**src/rtl/memwb_stage_pipe.sv**
```systemverilog
// memwb_stage_pipe: parametrised MEM/WB pipeline register for the
// phase-sequenced 16-bit core. DEPTH chained stages (legal 1..4), each with a
// valid bit, captured/advanced on phasecounter[PHASE_BIT]. Provides stall,
// flush, registered write-back data and forwarding-hit outputs.
// Optional statistics counters are built when MEMWB_STAT_EN is defined;
// otherwise stall_cnt/bubble_cnt are tied to zero and stat_clear is ignored.
module memwb_stage_pipe #(
  parameter int DATA_W    = 16,
  parameter int REG_AW    = 3,
  parameter int PHASE_W   = 5,
  parameter int PHASE_BIT = 3,
  parameter int DEPTH     = 1
) (
  input  logic               clock,
  input  logic               reset,
  input  logic [PHASE_W-1:0] phasecounter,
  input  logic               stall,
  input  logic               flush,
  input  logic               in_valid,
  input  logic               in_MemtoReg,
  input  logic               in_RegWrite,
  input  logic [DATA_W-1:0]  in_ALUResult,
  input  logic [DATA_W-1:0]  in_data,
  input  logic [REG_AW-1:0]  in_des,
  input  logic [REG_AW-1:0]  src_a,
  input  logic [REG_AW-1:0]  src_b,
  input  logic               stat_clear,
  output logic               out_valid,
  output logic               out_MemtoReg,
  output logic               out_RegWrite,
  output logic [DATA_W-1:0]  out_ALUResult,
  output logic [DATA_W-1:0]  out_data,
  output logic [DATA_W-1:0]  out_wbdata,
  output logic [REG_AW-1:0]  out_des,
  output logic               fwd_hit_a,
  output logic               fwd_hit_b,
  output logic [DATA_W-1:0]  fwd_data_a,
  output logic [DATA_W-1:0]  fwd_data_b,
  output logic [15:0]        stall_cnt,
  output logic [15:0]        bubble_cnt
);

  // Stage 0 is the youngest, stage DEPTH-1 drives the outputs.
  logic [DEPTH-1:0]  valid_r;
  logic [DEPTH-1:0]  memtoreg_r;
  logic [DEPTH-1:0]  regwrite_r;
  logic [DATA_W-1:0] alu_r    [DEPTH];
  logic [DATA_W-1:0] data_r   [DEPTH];
  logic [DATA_W-1:0] wbdata_r [DEPTH];
  logic [REG_AW-1:0] des_r    [DEPTH];

  logic phase_s;
  logic fl_s;
  logic adv_s;
  logic unused_pc_s;

  assign phase_s     = phasecounter[PHASE_BIT];
  // Flush outranks advance, so an advance only happens when no flush is pending.
  assign fl_s        = phase_s & flush;
  assign adv_s       = phase_s & ~stall & ~flush;
  assign unused_pc_s = ^phasecounter;

  // Stage registers: flush clears valids, advance shifts, otherwise hold.
  always_ff @(posedge clock or posedge reset) begin
    if (reset) begin
      valid_r    <= '0;
      memtoreg_r <= '0;
      regwrite_r <= '0;
      for (int k = 0; k < DEPTH; k++) begin
        alu_r[k]    <= {DATA_W{1'b0}};
        data_r[k]   <= {DATA_W{1'b0}};
        wbdata_r[k] <= {DATA_W{1'b0}};
        des_r[k]    <= {REG_AW{1'b0}};
      end
    end else if (fl_s) begin
      valid_r <= '0;
    end else if (adv_s) begin
      valid_r[0] <= in_valid;
      if (in_valid) begin
        memtoreg_r[0] <= in_MemtoReg;
        regwrite_r[0] <= in_RegWrite;
        alu_r[0]      <= in_ALUResult;
        data_r[0]     <= in_data;
        wbdata_r[0]   <= in_MemtoReg ? in_data : in_ALUResult;
        des_r[0]      <= in_des;
      end else begin
        memtoreg_r[0] <= memtoreg_r[0];
      end
      for (int k = 1; k < DEPTH; k++) begin
        valid_r[k] <= valid_r[k-1];
        // A bubble leaves the receiving stage's payload untouched.
        if (valid_r[k-1]) begin
          memtoreg_r[k] <= memtoreg_r[k-1];
          regwrite_r[k] <= regwrite_r[k-1];
          alu_r[k]      <= alu_r[k-1];
          data_r[k]     <= data_r[k-1];
          wbdata_r[k]   <= wbdata_r[k-1];
          des_r[k]      <= des_r[k-1];
        end else begin
          memtoreg_r[k] <= memtoreg_r[k];
        end
      end
    end else begin
      valid_r <= valid_r;
    end
  end

  assign out_valid     = valid_r[DEPTH-1];
  assign out_MemtoReg  = memtoreg_r[DEPTH-1];
  assign out_RegWrite  = valid_r[DEPTH-1] & regwrite_r[DEPTH-1];
  assign out_ALUResult = alu_r[DEPTH-1];
  assign out_data      = data_r[DEPTH-1];
  assign out_wbdata    = wbdata_r[DEPTH-1];
  assign out_des       = des_r[DEPTH-1];

  // Forwarding lookup: scan oldest to youngest so the youngest match wins; r0 never hits.
  always_comb begin
    fwd_hit_a  = 1'b0;
    fwd_hit_b  = 1'b0;
    fwd_data_a = {DATA_W{1'b0}};
    fwd_data_b = {DATA_W{1'b0}};
    for (int k = DEPTH - 1; k >= 0; k--) begin
      if (valid_r[k] && regwrite_r[k] && (des_r[k] == src_a) && (src_a != {REG_AW{1'b0}})) begin
        fwd_hit_a  = 1'b1;
        fwd_data_a = wbdata_r[k];
      end else begin
        fwd_hit_a  = fwd_hit_a;
      end
      if (valid_r[k] && regwrite_r[k] && (des_r[k] == src_b) && (src_b != {REG_AW{1'b0}})) begin
        fwd_hit_b  = 1'b1;
        fwd_data_b = wbdata_r[k];
      end else begin
        fwd_hit_b  = fwd_hit_b;
      end
    end
  end

`ifdef MEMWB_STAT_EN
  logic [15:0] stall_cnt_r;
  logic [15:0] bubble_cnt_r;
  logic        stall_inc_s;
  logic        bubble_inc_s;

  assign stall_inc_s  = phase_s & stall & ~flush;
  assign bubble_inc_s = adv_s & ~in_valid;

  // Saturating statistics counters; a clear request beats an increment.
  always_ff @(posedge clock or posedge reset) begin
    if (reset) begin
      stall_cnt_r  <= 16'h0000;
      bubble_cnt_r <= 16'h0000;
    end else if (stat_clear) begin
      stall_cnt_r  <= 16'h0000;
      bubble_cnt_r <= 16'h0000;
    end else begin
      if (stall_inc_s && (stall_cnt_r != 16'hFFFF)) begin
        stall_cnt_r <= stall_cnt_r + 16'h0001;
      end else begin
        stall_cnt_r <= stall_cnt_r;
      end
      if (bubble_inc_s && (bubble_cnt_r != 16'hFFFF)) begin
        bubble_cnt_r <= bubble_cnt_r + 16'h0001;
      end else begin
        bubble_cnt_r <= bubble_cnt_r;
      end
    end
  end

  assign stall_cnt  = stall_cnt_r;
  assign bubble_cnt = bubble_cnt_r;
`else
  logic unused_clr_s;
  assign unused_clr_s = stat_clear;
  assign stall_cnt    = 16'h0000;
  assign bubble_cnt   = 16'h0000;
`endif

endmodule

```
**config.mk**
```make
export PLATFORM = sky130hd
export DESIGN_NAME = memwb_stage_pipe
export DESIGN_NICKNAME = d
export VERILOG_FILES = /design/src/rtl/memwb_stage_pipe.sv
export SDC_FILE = /design/constraint.sdc
export NUM_CORES = 1
export LEC_CHECK = 0
export ABC_AREA = 1
export CORE_ASPECT_RATIO = 1.25
export CORE_MARGIN = 5
export CORE_UTILIZATION = 40
export DETAILED_ROUTE_END_ITERATION = 8
export PLACE_DENSITY = 0.86
export SETUP_SLACK_MARGIN = 0.1
export SYNTH_ARGS = -nofsm -noshare
export SYNTH_HDL_FRONTEND = slang
export SYNTH_SLANG_ARGS = --single-unit
```
**constraint.sdc**
```tcl
create_clock -name clock -period 5 [get_ports clock]
set_input_delay 1.5 -clock clock [delete_from_list [all_inputs] [get_ports clock]]
set_output_delay 1.5 -clock clock [all_outputs]
set_load 0.02 [all_outputs]
```
# [Yosys cells after proc, flatten, opt, wreduce, memory -nomap -nowiden]
# Cells that the tools add are included.
# W data, S select, Z words.
[totals] elab_cells=32 inputBits=54 output_inout_bits=120 reg_bits=54
[classes] reduce_logical=9 bitwise=7 n_mux=7 n_eq_ne=2
[ops] operator="$mux W16" count=3
[ops] operator="$eq A3 B3 Y1" count=2
[ops] operator="$reduce_bool A3 Y1" count=2
[ops] operator="$logic_and A1 B1 Y1" count=5
[ops] operator="$and A1 B1 Y1" count=4
[ops] operator="$mux W1" count=4
[ops] operator="$not A1 Y1" count=3
[ops] operator="$reduce_and A3 Y1" count=1
[ops] operator="$reduce_bool A2 Y1" count=1

# [Longest topological paths before layout]
[depth] depth_word=5 mapped_depth=8

# [Worst setup path after synthesis]
# Ideal clock, no wire load.
[synth_timing] kind="input-to-output" from="input src_b[2]" to="output fwd_data_b[10]" arrival_time_ns=2.407 path_stages=6 n_path_buf=1 setup_slack_ns=1.093 cell_sequence="inv_1 > o21ai_0 > nand2_1 > nand2_2 > buf_2 > nor3_1"
[synth_via] elab_chain_len=4
[synth_rtl] item="from (decl)" line_no="26" text="input logic [REG_AW-1:0] src_b,"
[synth_rtl] item="$eq A3 B3 Y1" line_no="129" text="if (valid_r[k] && regwrite_r[k] && (des_r[k] == src_b) && (src_b != {REG_AW{1'b0}})) begin"
[synth_rtl] item="$logic_and A1 B1 Y1" line_no="129"
[synth_rtl] item="$logic_and A1 B1 Y1 *" line_no="129"
[synth_rtl] item="$mux W16 *" line_no="129"
[synth_rtl] item="to (decl)" line_no="38" text="output logic [DATA_W-1:0] fwd_data_b,"
# Mark *: on every way between the ends. The rest lies on a longest branch, timed or not.

# [Final worst setup path]
[layout_timing] from="input src_a[0]" to="output fwd_data_a[14]"
[layout_via] elab_chain_len=4
[layout_rtl] item="from (decl)" line_no="25" text="input logic [REG_AW-1:0] src_a,"
[layout_rtl] item="$eq A3 B3 Y1" line_no="123" text="if (valid_r[k] && regwrite_r[k] && (des_r[k] == src_a) && (src_a != {REG_AW{1'b0}})) begin"
[layout_rtl] item="$logic_and A1 B1 Y1" line_no="123"
[layout_rtl] item="$logic_and A1 B1 Y1 *" line_no="123"
[layout_rtl] item="$mux W16 *" line_no="123"
[layout_rtl] item="to (decl)" line_no="37" text="output logic [DATA_W-1:0] fwd_data_a,"
# Marks and branches as above.

==> qor.csv <==
metric,value,unit
"area fraction in and, or, nand and nor cells after synthesis",25.0,%
DP HPWL,6.47,mm
CTS Hold Bufs,0,
largest family of logic cells by synthesized area,simple AND/OR/NAND/NOR gates,
utilization after layout,60.5,%
die span in x,85.4,um
initial antenna violation count,0,
Setup-failing EPs final,0,
WP data required,3.50,ns
worst path cell trace,clkdlybuf4s50_1 -> nor2_1 -> nor2_1 -> nand2_4 -> nor3_1 -> clkdlybuf4s50_1,
die height,104,um
Clk pwr share,18.5,%
"count leader, synth",nand2_1,
fin crit share,96.3,%
fin. max-slew vios,0,
Power Total,1.34,mW
Site Rows,34,
Initial Util,41.0,%
Worst-Skew Late Latency,0.29,ns
final hold vios,0,
DRC violations left,0,
Synth area leaders,"dfrtp_1, nand2_1, buf_4",
Worst EP arrival,3.31,ns
Core ar.,0.00693,mm2
GRT Util Overall,18.5,%
GPL Wtd Cong,0.809,
Setup crit start kind,primary input,
ant diodes,0,
Longest Clk Path Bufs,2,
final std cells w/o fill,590,
asr flop ratio synth,100,%
Adder-Cell Fraction of Synth Area,0,%
part of the power in registers,42.4,%
Antenna Nets Post-Route,0,
Mapped Area,0.00284,mm2
end of the worst register-to-register path,out_des[2],
setup TNS,0,ns
Synth Area in Compound Gates,8.80,%
Syn Area/Cell,7.60,um2
xor/xnor share of the synthesized area,0,%
post-synthesis mux area share,0,%
Max-Slew Margin vs Limit,25.6,%
die area,0.00891,mm2
Critical-path top delay cell,clkdlybuf4s50_1,
skew final,0,ns
Final nets,553,
RSZ-0062 raised after global routing,no,
post-CTS setup buffers,0,
Crit Path Class,in2out,
Port Buffer Count,136,
"Seq/Total Area, Yosys",47.5,%
CTS H-tree lvls,2,
placed insts,582,
Area Overhead vs Synth,47.5,%
routed via count,2700,
Synth Flop Type,dfrtp_1,
Gate power share,39.1,%
P_int,0.857,mW
Setup crit start,src_a[0],
outcome,finished clean,
highest clock rate,0.208,GHz
Gate Count Post-Synth,374,
Cell variety after synth,17,
switching power,0.487,mW
CTS tree,yes,
Reg2Reg Depth,2,
root buf cell,clkbuf_8,
DR WL/cell,14.3,um
final WL,8.46,mm
critical path's largest stage delay,0.66,ns
largest net degree at the start of global routing,59,
synthesis-stage register bit count,54,
total CTS buffers,5,
DR iter-0 viols,137,
PwrDens,320,mW/mm2
Area after DPL,0.00408,mm2
switching portion of total power,36.2,%
max_cap viols,0,
io pins,174,
number of synthesized flops with an enable pin,0,
"Max FO, Critical Path",17,
total grt overflow,0,
post-layout min period,4.81,ns
DR pass1 iterations,5,
share of the synthesized area in the top cell type,47.5,%
vias in the first global route,2678,
via/cell ratio,4.58,
share of layout cells above drive strength 1,3.80,%
Worst-path clk slew,0.09,ns
Worst Setup End Kind,output port,
worst hold-check path type,reg2reg,
cell area after layout,0.00420,mm2
Max IR drop VDD,0.186,mV
top post-synthesis cells by count,"nand2_1, dfrtp_1, o21ai_0",
R2R Setup Slk,4.20,ns
Reg-to-Reg Start,out_des[2],
worst slew pin tran,1.12,ns
first-pass GRT wire length,13.3,mm
Yosys Warn Count,0,
cell taking the most area after synthesis,dfrtp_1,
clock sink count,54,
worst setup path end,fwd_data_a[14],
leak pwr,2.02,nW
==> worst max-delay path: cells and delay by family <==
kind / cells / cell delay [ns]
AND/OR/NAND/NOR: 4 / 0.65
buffers and inverters: 2 / 1.15
==> cells by family (layout without fill, tap and decap cells) <==
logic type,Yosys count,in the layout
other,1,32
DFF,54,54
and+or+nand+nor,174,174
buffers and inverters,95,190
AOI/OAI and AO/OA,50,50
==> layout make-up <==
type                            count  area, um2
Timing Repair Buffer              137       1370
Fill cell                         619       2740
Sequential cell                    54       1350
Tap cell                           90        113
Clock inverter                      1       5.00
Clock buffer                        7       86.3
Inverter                           45        169
Multi-Input combinational cell    256       1100
==> state kept, by name (all words and copies together), names as in the netlist <==
name and cells:
out_ALUResult 16, out_data 16, out_wbdata 16, out_des 3, out_MemtoReg 1, out_valid 1, regwrite_r 1
==> how the worst min path moves through the flow <==
stage                      startpoint           to  cells after the start
after floorplan            regwrite_r   regwrite_r                      2
final                     out_data[1]  out_data[1]                      2
after global placement    out_data[7]  out_data[7]                      2
after CTS                 out_data[7]  out_data[7]                      2
after global routing      out_data[7]  out_data[7]                      2
after detailed placement  out_data[7]  out_data[7]                      2
==> metal layers <==
metal  vias to the layer above  track usage (%)  wire [um]  share of wire [%]
met5                         -                0          0                  0
met4                         0             5.54        173                2.0
met3                        15             3.01        583                6.9
met2                       115             33.7       4420                 52
met1                      1234             21.8       3280                 39
li1                       1336                -          -                  -
==> layout by cell type, fill, tap and decap left out, types with 4 or more instances in the layout <==
cell type and instances:
nand2_1 130, dfrtp_1 54, o21ai_0 49, conb_1 32, inv_1 41, nor3_1 31, inv_2 4, nor2_1 6
clkbuf_8 6, clkdlybuf4s50_1 134
==> power by group through the flow <==
stage          Combinational (mW)  Sequential, mW  Clock, mW
2_1_floorplan               0.180           0.679          0
3_3_place_gp                0.514           0.573          0
3_5_place_dp                0.526           0.577          0
4_1_cts                     0.527           0.570      0.257
5_1_grt                     0.565           0.582      0.274
6_report                    0.525           0.570      0.249
==> per-stage QoR <==
step           setup slack, ns  hold slack, ns
6_report                 0.187           0.491
5_1_grt                 0.0918           0.514
4_1_cts                  0.149           0.493
3_5_place_dp             0.156           0.469
3_3_place_gp             0.236           0.463
2_1_floorplan             1.09           0.449
==> repair_timing <==
action	4_1_cts	5_1_grt
setup endpoints to repair	0	9
gates resized for setup	0	5
hold endpoints to repair	0	0
Note: power is estimated with default switching activity, not from simulation.
